File: src/rtl/fifo_wr_frontend.sv
// Write-side front end of an async FIFO: rptr synchronizer, fill level / almost-full,
// and a two-entry skid buffer driving winc/wdata. Optional stall counter: WR_STALL_CNT_EN.
module fifo_wr_frontend #(
    parameter int ADDR_WIDTH = 3,
    parameter int DATA_WIDTH = 8,
    parameter int AF_THRESH  = 6
) (
    input  logic                  wclk,
    input  logic                  rst_n,
    input  logic                  s_valid,
    input  logic [DATA_WIDTH-1:0] s_data,
    output logic                  s_ready,
    input  logic [ADDR_WIDTH:0]   rptr_gray,
    input  logic [ADDR_WIDTH:0]   wptr,
    input  logic                  full,
    output logic [ADDR_WIDTH:0]   rptr_sync,
    output logic                  winc,
    output logic [DATA_WIDTH-1:0] wdata,
    output logic [ADDR_WIDTH:0]   wlevel,
    output logic                  almost_full
`ifdef WR_STALL_CNT_EN
    ,
    output logic [7:0]            stall_cnt
`endif
);

    localparam logic [ADDR_WIDTH:0] AF_LVL = (ADDR_WIDTH+1)'(AF_THRESH);

    function automatic logic [ADDR_WIDTH:0] gray2bin(input logic [ADDR_WIDTH:0] g);
        logic [ADDR_WIDTH:0] b;
        b = '0;
        b[ADDR_WIDTH] = g[ADDR_WIDTH];
        for (int i = ADDR_WIDTH - 1; i >= 0; i--) begin
            b[i] = b[i+1] ^ g[i];
        end
        return b;
    endfunction

    // Two plain flops; the first may go metastable, nothing reads it but the second.
    logic [ADDR_WIDTH:0] sync1_q;
    logic [ADDR_WIDTH:0] rptr_sync_q;

    always_ff @(posedge wclk or negedge rst_n) begin
        if (!rst_n) begin
            sync1_q     <= '0;
            rptr_sync_q <= '0;
        end else begin
            sync1_q     <= rptr_gray;
            rptr_sync_q <= sync1_q;
        end
    end

    assign rptr_sync = rptr_sync_q;

    // Level and almost-full come from the same subtraction and update on the same edge.
    logic [ADDR_WIDTH:0] wbin;
    logic [ADDR_WIDTH:0] rbin;
    logic [ADDR_WIDTH:0] wlevel_d;
    logic [ADDR_WIDTH:0] wlevel_q;
    logic                almost_full_d;
    logic                almost_full_q;

    always_comb begin
        wbin          = gray2bin(wptr);
        rbin          = gray2bin(rptr_sync_q);
        wlevel_d      = wbin - rbin;
        almost_full_d = (wlevel_d >= AF_LVL);
    end

    always_ff @(posedge wclk or negedge rst_n) begin
        if (!rst_n) begin
            wlevel_q      <= '0;
            almost_full_q <= 1'b0;
        end else begin
            wlevel_q      <= wlevel_d;
            almost_full_q <= almost_full_d;
        end
    end

    assign wlevel      = wlevel_q;
    assign almost_full = almost_full_q;

    // Handshake: a word moves upstream->buffer on any edge where s_valid & s_ready are
    // both 1; s_valid/s_data must hold until then. Downstream, winc=1 means wdata is
    // consumed on this edge; wdata/winc hold while full=1.
    logic                  ovalid_q, ovalid_d;
    logic [DATA_WIDTH-1:0] odata_q,  odata_d;
    logic                  kvalid_q, kvalid_d;
    logic [DATA_WIDTH-1:0] kdata_q,  kdata_d;
    logic                  s_ready_q;
    logic                  accept;
    logic                  out_load;

    assign winc     = ovalid_q & ~full;
    assign wdata    = odata_q;
    assign s_ready  = s_ready_q;
    assign accept   = s_valid & s_ready_q;
    assign out_load = ~ovalid_q | winc;

    always_comb begin
        ovalid_d = ovalid_q;
        odata_d  = odata_q;
        kvalid_d = kvalid_q;
        kdata_d  = kdata_q;
        if (out_load) begin
            if (kvalid_q) begin
                ovalid_d = 1'b1;
                odata_d  = kdata_q;
                kvalid_d = accept;
                if (accept) begin
                    kdata_d = s_data;
                end
            end else if (accept) begin
                ovalid_d = 1'b1;
                odata_d  = s_data;
            end else begin
                ovalid_d = 1'b0;
            end
        end else if (accept) begin
            // Output stalled: park the new word behind it.
            kvalid_d = 1'b1;
            kdata_d  = s_data;
        end
    end

    always_ff @(posedge wclk or negedge rst_n) begin
        if (!rst_n) begin
            ovalid_q  <= 1'b0;
            odata_q   <= '0;
            kvalid_q  <= 1'b0;
            kdata_q   <= '0;
            s_ready_q <= 1'b1;
        end else begin
            ovalid_q  <= ovalid_d;
            odata_q   <= odata_d;
            kvalid_q  <= kvalid_d;
            kdata_q   <= kdata_d;
            s_ready_q <= ~kvalid_d;
        end
    end

`ifdef WR_STALL_CNT_EN
    logic [7:0] stall_cnt_q;

    always_ff @(posedge wclk or negedge rst_n) begin
        if (!rst_n) begin
            stall_cnt_q <= '0;
        end else if (s_valid && !s_ready_q && (stall_cnt_q != 8'hFF)) begin
            stall_cnt_q <= stall_cnt_q + 8'd1;
        end
    end

    assign stall_cnt = stall_cnt_q;
`endif

endmodule

File: config.mk
export PLATFORM = sky130hd
export DESIGN_NAME = fifo_wr_frontend
export DESIGN_NICKNAME = d
export VERILOG_FILES = /design/src/rtl/fifo_wr_frontend.sv
export SDC_FILE = /design/constraint.sdc
export NUM_CORES = 1
export LEC_CHECK = 0
export BUFFER_PORTS_ARGS = -buffer_cell sky130_fd_sc_hd__clkbuf_2
export CAP_MARGIN = 30
export CELL_PAD_IN_SITES_DETAIL_PLACEMENT = 2
export CELL_PAD_IN_SITES_GLOBAL_PLACEMENT = 2
export CORE_MARGIN = 8
export CORE_UTILIZATION = 29
export DETAILED_ROUTE_END_ITERATION = 7
export PLACE_DENSITY_LB_ADDON = 0.1
export SYNTH_ARGS = -nofsm -noshare
export SYNTH_HDL_FRONTEND = slang
export SYNTH_SLANG_ARGS = --single-unit
File: constraint.sdc
create_clock -name wclk -period 2.3 [get_ports wclk]
set_input_delay 0.115 -clock wclk [delete_from_list [all_inputs] [get_ports wclk]]
set_output_delay 0.115 -clock wclk [all_outputs]
set_load 0.03 [all_outputs]
; Word-level counts from Yosys, hierarchy flattened
; Index checks and enable logic that the tools add are counted.
[classes]
multipliers = 0
eq_ne = 1
div_mod_pow = 0
n_reduce_logical = 2
n_shift = 0
magnitude_cmp = 1
n_addsub = 1
bitwise_logic = 12
muxes = 10
[ops]
columns = op, n
row1 = $mux 8, 5
row2 = $xor 1x1->1, 6
row3 = $mux 1, 5
row4 = $ge 4x3->1 const B, 1
row5 = $sub 4x4->4, 1
row6 = $not 1->1, 3
row7 = $and 1x1->1, 2
row8 = $ne 2x2->1 const B, 1
row9 = $reduce_and 2->1, 1
row10 = $reduce_bool 2->1, 1
row11 = $or 1x1->1, 1
[word_totals]
n_memories = 0
ramBits = 0
register_bits = 32
in_bits = 20
rom_bits = 0
out_inout_bits = 19
latchBits = 0

; Logic depth before layout (Yosys ltp)
; Gate-level depths: netlist (run 1).
[depth]
word_depth = 5
ltp_mapped = 8

; Worst setup path before layout (run 1)
; OpenSTA, ideal clock, no wires.
[synth_timing]
path_kind = flip-flop to flip-flop
startpoint = register rptr_sync_q[3] (netlist: rptr_sync[3])
endpoint = register almost_full_q (netlist: almost_full)
arrival_time_ps = 2297
t_required_ps = 2176
stages_incl_launch_ff = 8
setup_time_ps = 124
slack_ps = -121
path_cell_list = dfrtp_1 > xnor3_2 > xnor2_1 > ha_1 > inv_1 > maj3_2 > a221o_1 > a211o_1
[synth_between]
elab_chain_len = 5
[synth_lines]
columns = element, line_no
row1 = "start, declared", 41  ; logic [ADDR_WIDTH:0] rptr_sync_q;
row2 = "start signal, assigned", 49  ; rptr_sync_q <= sync1_q;
row3 = $xor 1x1->1 (3 in series), 34  ; b[i] = b[i+1] ^ g[i];
row4 = $sub 4x4->4 *, 66  ; wlevel_d = wbin - rbin;
row5 = $ge 4x3->1 *, 67  ; almost_full_d = (wlevel_d >= AF_LVL);
row6 = via almost_full_d, 60  ; logic almost_full_d;
row7 = "end signal, assigned", 76  ; almost_full_q <= almost_full_d;
row8 = "end, declared", 61  ; logic almost_full_q;
; Mark *: on every way through the listed nets, which the timed path passes. The rest lies on a longest branch.
; A chain may end at the register's enable or synchronous reset.

; Worst setup path after layout (run 1)
; Same ends and word-level chain as after synthesis.

==> impl_metrics.yaml, run 1 <==
outcome:
  outcome: "completed"
synth:
  ys_seq_area_share_pct: 60.53
  ys_types: 20
  syn_area_um2: 1325
  async_flop_share_pct: 100.0
  syn_nets: 125
  synth-seq-cells: 32
  yosys.area.top_type: "dfrtp_1"
  yosysWarnings: 0
  syn_avg_cell_area_um2: 12.99
  synth-edff-count: 0
  synth_common_cells: "31 x dfrtp_1, 13 x a21oi_1, 12 x nor2_1, 8 x mux2_2, 8 x mux2i_1"
  synth_area_leaders: "dfrtp_1 59%, mux2_2 6.8%, mux2i_1 6.0%"
  netlist_instances: 102
  synth_most_common_cell: "dfrtp_1"
  synth_top_area_share_pct: 58.55
  synth-main-ff-cell: "dfrtp_1"
power:
  ir_drop_mv: 0.4658
  pwr_density_cell_nw_per_um2: 1379
  fin_total_pwr_mw: 2.468
  power.leakage_nw: 0.8542
critical_path:
  slowest_delay_ns: 0.42
  cp.arrival_ns: 2.40
  critical_path.slowest_cell: "xnor3_2"
  crit_required_ns: 2.47
  regToRegStartpoint: "rptr_sync[3]"
  path_class: "reg -> reg"
  timing.rr.end: "almost_full"
  start_kind: "flop"
  cp_cell_sequence: "xnor3_2 > xnor2_2 > ha_1 > inv_1 > maj3_2 > a221o_1 > a211o_1"
  rrSetupSlack_ns: 0.07
  worst-r2r-cell-count: 7
  path_max_fanout: 3
  crit_path_end_kind: "flop"
drt:
  ant_nets: 0
  post-route-drc-count: 0
  dr.pass1.iters: 2
  viasPerCell: 4.643
  finalWirelength_um: 3275
  vias: 961
  drt_iter0_markers: 11
  routedWlPerCell_um: 15.82
clock_network:
  clkTransAtPathRegs_ns: 0.07
  numClockSinks: 32
  ctsLongestPathBuffers: 2
  cts_root_buf: "clkbuf_8"
  cts_tree: "yes"
  numCtsBuffers: 5
  htree_num_levels: 2
  worst_skew_pair.late_latency_ns: 0.28
die:
  num_rows: 24
  coreArea_um2: 4384
  die_area_um2: 6988
  start_util_pct: 30.22
  ios: 39
  die_y_um: 83.60
  die_width_um: 83.60
finish:
  fin_cells: 207
  multi_input_area_um2: 506.7
  diodes: 0
  nets: 177
  syn_to_final_growth_pct: 35.03
  num-fill-cells: 462
  seqCellArea_um2: 805.8
  final_layout_size_suffix_gt1_share_pct: 41.94
sta:
  rsz0062_at_grt: "no"
  fmax_ghz: 0.4476
  slew_violations: 0
  finalCriticalPeriod_ns: 2.234
  finalHoldViolCount: 0
  period_share_pct: 97.13
  tns_ns: 0
  relSlewSlack_pct: 46.57
  worst_slew_pin_slew_ns: 0.8015
  fin_skew_ns: 0.004694
  setup_viol: 0
job:
  max-cap-violations: 0
global_route:
  antenna_found_initial: 0
  grt_pass1_wl_um: 5492
  grt_pass1_vias: 1079
  grt_max_degree: 33
  grt.overflow.total: 0
  grt_util_all_layers_pct: 10.02
worst_hold_path:
  hold_start: "s_data[1]"
  hold_path_class: "in -> reg"
  hold_path_depth: 2
  hold_path_end: "kdata_q[1]"
placed_design:
  gp_congestion: 0.7180
  numPortBuffers: 38
  dpl.hpwl_um: 2487
  dp_cells: 192
## through the flow
stage                     hold WS, ns  util, %  area [um2]  setup WS [ns]
after CTS                     0.06717    40.47        1774       0.004669
after global routing          0.08596    40.81        1789       0.006082
after floorplan               -0.1806        -        1329        0.03850
after global placement         0.2259    36.27        1590        0.09652
after detailed placement       0.2265    36.27        1590       -0.02495
final                         0.08321    40.81        1789        0.06596
## area by class of cell
cell class | count | area share, %
Clock buffer | 7 | 5.385
Clock inverter | 1 | 1.678
Inverter | 4 | 0.8392
Multi-Input combinational cell | 64 | 28.32
Sequential cell | 32 | 45.03
Tap cell | 52 | 3.636
Timing Repair Buffer | 47 | 15.10
## critical path, delay by kind of cell, from the launching register on
family | cells | cell delay (ns)
buffers and inverters | 1 | 0.06
AO/OA/AOI/OAI | 2 | 0.58
flip-flops | 1 | 0.41
adder cells (fa/ha/maj) | 2 | 0.50
XOR/XNOR | 2 | 0.58
## what timing repair did
action	4_1_cts	5_1_grt
resized for setup	1	0
hold buffers	5	0
hold endpoints to repair	35	0
pin swaps	0	1
cloned	0	0
endpoints found under the setup margin	1	1
setup buffers	0	2
## state kept, by name, summed over array words and instances (netlist names)
| register | cells |
|---|---|
| s_ready | 1 |
| almost_full | 1 |
| wlevel | 4 |
| kvalid_q | 1 |
| kdata_q | 8 |
| ovalid_q | 1 |
| wdata | 8 |
| sync1_q | 4 |
| rptr_sync | 4 |
## logic make-up (layout without fill, tap and decap cells)
group	Yosys count	after routing	synth area share, %
DFF	32	32	60.53
and+or+nand+nor	18	18	5.476
AOI/OAI and AO/OA	16	16	6.799
muxes	16	16	12.84
xor gates and xnor gates	10	10	8.876
buffers and inverters	6	59	1.793
adders and majority gates	4	4	3.683
## how the worst max path moves through the flow
stage,start,end,slack (ns),cells after the start
2_1_floorplan,rptr_sync[1],almost_full,0.04,7
3_3_place_gp,rptr_sync[2],almost_full,0.1,7
3_5_place_dp,rptr_sync[2],almost_full,-0.02,7
4_1_cts,rptr_sync[1],almost_full,0.005,7
5_1_grt,rptr_sync[2],almost_full,0.006,7
6_report,rptr_sync[3],almost_full,0.07,7
## metal layers
layer | up-vias | wire, um | global-route usage, %
met1 | 477 | 1308 | 9.983
met2 | 27 | 1713 | 17.61
met5 | - | 0 | 0
met4 | 0 | 27 | 3.297
li1 | 453 | - | -
met3 | 4 | 226 | 4.980
## layout by cell type (no fill, tap or decap)
| cell type | synthesis | routed |
|---|---|---|
| a211o_1 | 1 | 1 |
| a21oi_1 | 13 | 13 |
| a221o_1 | 1 | 1 |
| a31oi_1 | 1 | 1 |
| buf_4 | 0 | 4 |
| bufinv_16 | 0 | 1 |
| clkbuf_2 | 0 | 38 |
| clkbuf_8 | 0 | 7 |
| dfrtp_1 | 31 | 28 |
| dfrtp_2 | 0 | 3 |
| dfstp_2 | 1 | 1 |
| dlygate4sd3_1 | 0 | 5 |
| ha_1 | 3 | 3 |
| inv_1 | 4 | 4 |
| maj3_2 | 1 | 1 |
| mux2_2 | 8 | 8 |
| mux2i_1 | 8 | 8 |
| nand2_1 | 4 | 4 |
| nor2_1 | 12 | 12 |
| nor2b_1 | 2 | 2 |
| xnor2_1 | 6 | 5 |
| xnor2_2 | 0 | 1 |
| xnor3_2 | 1 | 1 |
| xor2_1 | 2 | 2 |
| xor3_1 | 1 | 1 |
## power breakdown
| group | leakage [nW] | switching, mW | internal, mW |
|---|---|---|---|
| logic | 0.426 | 0.569 | 0.373 |
| clock network | 0.0645 | 0.206 | 0.382 |
| registers | 0.364 | 0.151 | 0.786 |
| total | 0.854 | 0.926 | 1.54 |
Power figures use the tool's default switching activity.
==> inputs of run 2 (changes only) <==
ABC_AREA = 1   (was not set)
CORE_UTILIZATION = 27   (was 29)
==> run 2 against run 1 <==
Clock power down 24%; via count increased by 26%; wire length rose by 23%; flip-flop and latch count unchanged; clock-buffer cell count is 1 lower; worst hold slack worse by 0.021 ns; sequential share of layout area decreased by 0.95 points; first-iteration DRC count increased to 2.7 times the previous value; non-clock buffer count is 4 lower; utilization decreased by 5.2 points; synthesized cell count is 57% higher.
==> impl_metrics.yaml, run 2 <==
critical_path:
  path_max_fanout: 5
  crit_path_end_kind: "flop"
  start_kind: "flop"
  crit_required_ns: 2.46
  cp.arrival_ns: 2.01
  path_class: "reg -> reg"
finish:
  final_util_pct: 35.62
  nets: 230
  diodes: 0
  syn_to_final_growth_pct: 26.99
  multi_input_area_um2: 520.5
  seqCellArea_um2: 802.0
  final_layout_size_suffix_gt1_share_pct: 30.29
  layout_common_cells: "61 x nand2_1, 38 x clkbuf_2, 31 x dfrtp_1"
  layout_commonest_cell: "nand2_1"
  num-fill-cells: 603
power:
  p_int_mw: 1.260
  comb_power_share_pct: 39.5
  ir_drop_mv: 0.4751
  switching_share_pct: 42.88
  seq_power_share_pct: 40.4
  p_clk_share_pct: 20.2
  power.switching_mw: 0.9459
  pwr_density_cell_nw_per_um2: 1213
  fin_total_pwr_mw: 2.206
  power.leakage_nw: 0.9685
die:
  num_rows: 26
  die_width_um: 88.84
  ios: 39
  start_util_pct: 28.05
  coreArea_um2: 5107
  die_y_um: 88.84
  die_area_um2: 7893
global_route:
  grt_util_all_layers_pct: 11.41
  grt_pass1_wl_um: 6755
  grt_pass1_vias: 1400
  grt.overflow.total: 0
  antenna_found_initial: 0
  grt_max_degree: 33
sta:
  slew_violations: 0
  setup_viol: 0
  finalCriticalPeriod_ns: 1.851
  fin_skew_ns: 0.001481
  tns_ns: 0
  period_share_pct: 80.48
  relSlewSlack_pct: 45.53
  worst_slew_pin_slew_ns: 0.8171
  rsz0062_at_grt: "no"
  fmax_ghz: 0.5403
  finalHoldViolCount: 0
clock_network:
  cts_resized: 0
  numClockSinks: 32
  worst_skew_pair.late_latency_ns: 0.28
  numCtsBuffers: 5
  ctsHoldBuffers: 5
  cts_root_buf: "clkbuf_8"
  clkTransAtPathRegs_ns: 0.07
  cts_tree: "yes"
  postCtsSetupBuffers: 0
  ctsLongestPathBuffers: 2
  htree_num_levels: 2
synth:
  ys_seq_area_share_pct: 55.98
  async_flop_share_pct: 100.0
  netlist_instances: 160
  syn_area_um2: 1433
  synth-seq-cells: 32
  synth_top_area_share_pct: 54.15
  syn_nets: 183
  yosys.area.top_type: "dfrtp_1"
  ys_types: 18
  synth-edff-count: 0
  synth_common_cells: "61 x nand2_1, 31 x dfrtp_1, 13 x inv_1, 10 x nor2_1, 9 x nand3_1"
  syn_avg_cell_area_um2: 8.954
  yosysWarnings: 0
  synth_area_leaders: "dfrtp_1 54%, nand2_1 16%, a31oi_1 3.5%"
  synth-main-ff-cell: "dfrtp_1"
  synth_most_common_cell: "nand2_1"
drt:
  post-route-drc-count: 0
  vias: 1210
  drt_iter0_markers: 30
  ant_nets: 0
  dr.pass1.iters: 2
  routedWlPerCell_um: 14.50
  viasPerCell: 4.353
  finalWirelength_um: 4032
job:
  max-cap-violations: 0
placed_design:
  numPortBuffers: 38
  dpl.hpwl_um: 3151
  gp_congestion: 0.7125
outcome:
  outcome: "completed"
worst_hold_path:
  hold_path_class: "in -> reg"
[run 2: cell count changes after synthesis, sizes merged, moves of 2 or more]
| cell | change |
|---|---|
| nand2 | +63 |
| inv | +15 |
| a21oi | -12 |
| nand3 | +11 |
| mux2 | -8 |
| mux2i | -8 |
| a31oi | +7 |
| xnor2 | -4 |
| and2 | +2 |
| buf | +2 |
| nor2 | -2 |
| nor2b | -2 |
[run 2: worst paths after layout]
| kind | start | to | slack, ns | cells past startpoint |
|---|---|---|---|---|
| worst min register to register | sync1_q[1] | rptr_sync[1] | 0.35 | 0 |
| worst max register to register | rptr_sync[3] | almost_full | 0.45 | 12 |
| max in group asynchronous | rst_n | wlevel[1] | 1.32 | 2 |
| worst min-delay path | s_data[3] | kdata_q[3] | 0.06 | 3 |
| min in group asynchronous | rst_n | kdata_q[7] | 0.46 | 2 |
| worst max-delay path | rptr_sync[3] | almost_full | 0.45 | 12 |
[run 2: kinds of logic after synthesis]
family | synth area share (%)
flops | 55.98
buf+inv | 7.685
xor+xnor | 1.834
simple gates | 26.64
compound gates | 5.241
fa+ha+maj | 2.620
[run 2: worst max-delay path: stages, from the launching register on]
cell and delay (ns):
dfrtp_1 0.44, inv_2 0.08, nand2_1 0.08, nand3_1 0.11, nand2_2 0.11, xnor2_1 0.16, ha_1 0.18, inv_1 0.05
ha_1 0.16, inv_1 0.08, nand3_1 0.11, nand3_1 0.10, nand3_1 0.08
[run 2: metal layers]
metal | vias up | part of all wire [%] | GRT usage [%] | wire (um)
li1 | 585 | - | - | -
met5 | - | 0 | 0 | 0
met2 | 20 | 58 | 22.04 | 2331
met4 | 0 | 0.52 | 4.608 | 21
met1 | 603 | 38 | 11.07 | 1522
met3 | 2 | 3.9 | 2.971 | 157
[run 2: cell type report]
type / count / share of cell area (%)
Sequential cell: 32 / 44.09
Multi-Input combinational cell: 106 / 28.61
Timing Repair Buffer: 43 / 13.20
Tap cell: 70 / 4.814
Clock buffer: 6 / 4.539
Inverter: 19 / 4.195
Clock inverter: 2 / 0.5502
[run 2: power by group through the flow]
stage                     clock (mW)  sequential [mW]  combinational, mW
after global placement             0            0.893              0.862
after floorplan                    0             1.08              0.469
after CTS                      0.468            0.897              0.900
after global routing           0.497            0.917              0.973
final                          0.445            0.890              0.871
after detailed placement           0            0.907              0.891
[run 2: through the flow]
stage / instances / cell area, um2 / setup slack (ns) / hold slack [ns]
floorplan: 160 / 1433 / 0.5045 / -0.1806
global placement: 265 / 1677 / 0.6049 / 0.2247
detailed placement: 265 / 1677 / 0.4075 / 0.2273
CTS: 278 / 1819 / 0.4035 / 0.05724
global route: 278 / 1819 / 0.2224 / 0.06212
finish: 278 / 1819 / 0.4490 / 0.06225
==> inputs of run 3 (changes only) <==
ABC_AREA = 0   (was 1)
CORE_UTILIZATION = 29   (was 27)
clock period = 1.59 ns   (was 2.3 ns; I/O delays follow)
==> run 3 against run 2 <==
The run now ends with setup timing left; die area is 11% lower; flip-flop and latch count is the same; worst setup slack got worse by 1.0 ns; sequential power increased by 47%.
==> impl_metrics.yaml, run 3 (synthesized netlist as in run 1, its figures left out) <==
drt:
  dr.pass1.iters: 2
  finalWirelength_um: 3526
  wl_met2_um: 1811
  vias: 1006
  post-route-drc-count: 0
  viasPerCell: 4.532
  met1_length_um: 1469
  dr_wl_met3_um: 182
  drt_iter0_markers: 34
  routedWlPerCell_um: 15.88
  ant_nets: 0
  top_layer_used: "met4"
outcome:
  outcome: "finished with violations"
  violations: "setup timing"
global_route:
  antenna_found_initial: 0
  grt_pass1_wl_um: 6182
  grt_util_all_layers_pct: 11.19
  grt_pass1_vias: 1216
  grt.overflow.total: 0
  grt_max_degree: 33
die:
  num_rows: 24
  coreArea_um2: 4384
  die_width_um: 83.60
  ios: 39
  die_area_um2: 6988
  die_y_um: 83.60
  start_util_pct: 30.22
critical_path:
  critical_path.slowest_cell: "xnor3_2"
  path_class: "reg -> reg"
  crit_required_ns: 1.77
  cp_cell_sequence: "xnor3_2 > xnor2_2 > ha_2 > inv_2 > maj3_2 > a221o_1 > a211o_1"
  path_max_fanout: 2
  slowest_delay_ns: 0.42
  timing.critical_path.buf_inv: 1
  cp_top_family: "compound AO/OA/AOI/OAI gates"
  cp.arrival_ns: 2.35
  start_kind: "flop"
  crit_path_end_kind: "flop"
worst_hold_path:
  hold_path_class: "in -> reg"
finish:
  layout_common_cells: "38 x clkbuf_2, 28 x dfrtp_1, 17 x buf_4"
  layout_commonest_cell: "clkbuf_2"
  syn_to_final_growth_pct: 49.10
  nets: 192
  final_layout_size_suffix_gt1_share_pct: 51.76
  diodes: 0
  multi_input_area_um2: 573.1
  seqCellArea_um2: 805.8
  num-fill-cells: 448
sta:
  fin_skew_ns: 0.01009
  finalHoldViolCount: 0
  setup_viol: 4
  fmax_ghz: 0.4596
  finalCriticalPeriod_ns: 2.176
  slew_violations: 0
  worst_slew_pin_slew_ns: 0.8016
  setup_slack_ns: -0.5858
  rsz0062_at_grt: "yes"
  hold_slack_ns: 0.04391
  relSlewSlack_pct: 46.56
  period_share_pct: 136.8
clock_network:
  numClockSinks: 32
  clkTransAtPathRegs_ns: 0.07
  ctsLongestPathBuffers: 2
  numCtsBuffers: 5
  cts_tree: "yes"
  cts_root_buf: "clkbuf_8"
  htree_num_levels: 2
  worst_skew_pair.late_latency_ns: 0.29
power:
  pwr_density_cell_nw_per_um2: 1936
  power.leakage_nw: 0.9389
  ir_drop_mv: 0.6139
placed_design:
  pre_cts_slack_ns: -0.6001
  gp_congestion: 0.7584
  dpl.hpwl_um: 2602
  numPortBuffers: 38
job:
  max-cap-violations: 0
-- run 3: changes by cell type in the layout (fill, tap and decap cells not counted), moves of 3 or more --
cell	change
mux2i_1	+8
mux2_2	+8
a21oi_1	+11
dfrtp_1	-3
inv_2	-3
nand2_1	-57
nand3_1	-9
a31oi_1	-7
dfrtp_2	+3
inv_1	-10
buf_4	+17
nand2_2	-6
-- run 3: where the power goes --
part / switching (mW) / total, mW / internal (mW) / leakage (nW)
clock network: 0.306 / 0.859 / 0.553 / 0.0645
logic: 0.948 / 1.65 / 0.707 / 0.510
registers: 0.173 / 1.31 / 1.14 / 0.364
-- run 3: layer usage --
metal / GRT usage, % / vias to the layer above
li1: - / 477
met1: 12.11 / 495
met2: 18.88 / 28
met3: 3.809 / 6
met4: 5.651 / 0
met5: 0 / -
-- run 3: repair_timing --
item	in CTS	in global routing
pin swaps	4	3
setup endpoints to repair	4	4
buffers inserted	3	2
gates resized for setup	8	6
hold endpoints to repair	35	0
hold buffers	5	0
-- run 3: cell type report --
cell class | instances | area share [%]
sequential | 32 | 40.79
multi-input combinational | 64 | 29.01
timing repair buffer | 62 | 19.76
tap | 52 | 3.293
clock inverter | 1 | 1.520
clock buffer | 7 | 4.877
inverter | 4 | 0.7600
-- run 3: path summary, 6_finish.rpt --
path	startpoint	cells after the start	to	slack, ns
max	rptr_sync[3]	7	almost_full	-0.59
min	s_data[5]	2	kdata_q[5]	0.04
max reg2reg	rptr_sync[3]	7	almost_full	-0.59
min reg2reg	sync1_q[1]	0	rptr_sync[1]	0.35
max in group asynchronous	rst_n	2	rptr_sync[3]	0.62
min in group asynchronous	rst_n	2	wlevel[1]	0.41
-- run 3: metrics by stage --
stage	total power, mW	TNS (ns)	cells	utilization [%]	area [um2]
finish	3.825	-1.719	222	45.06	1976
global placement	2.770	-1.341	205	38.56	1690
floorplan	2.295	-1.322	102	-	1331
CTS	3.819	-1.506	221	43.95	1927
detailed placement	2.854	-1.629	205	38.56	1690
global route	4.082	-2.018	222	45.06	1976
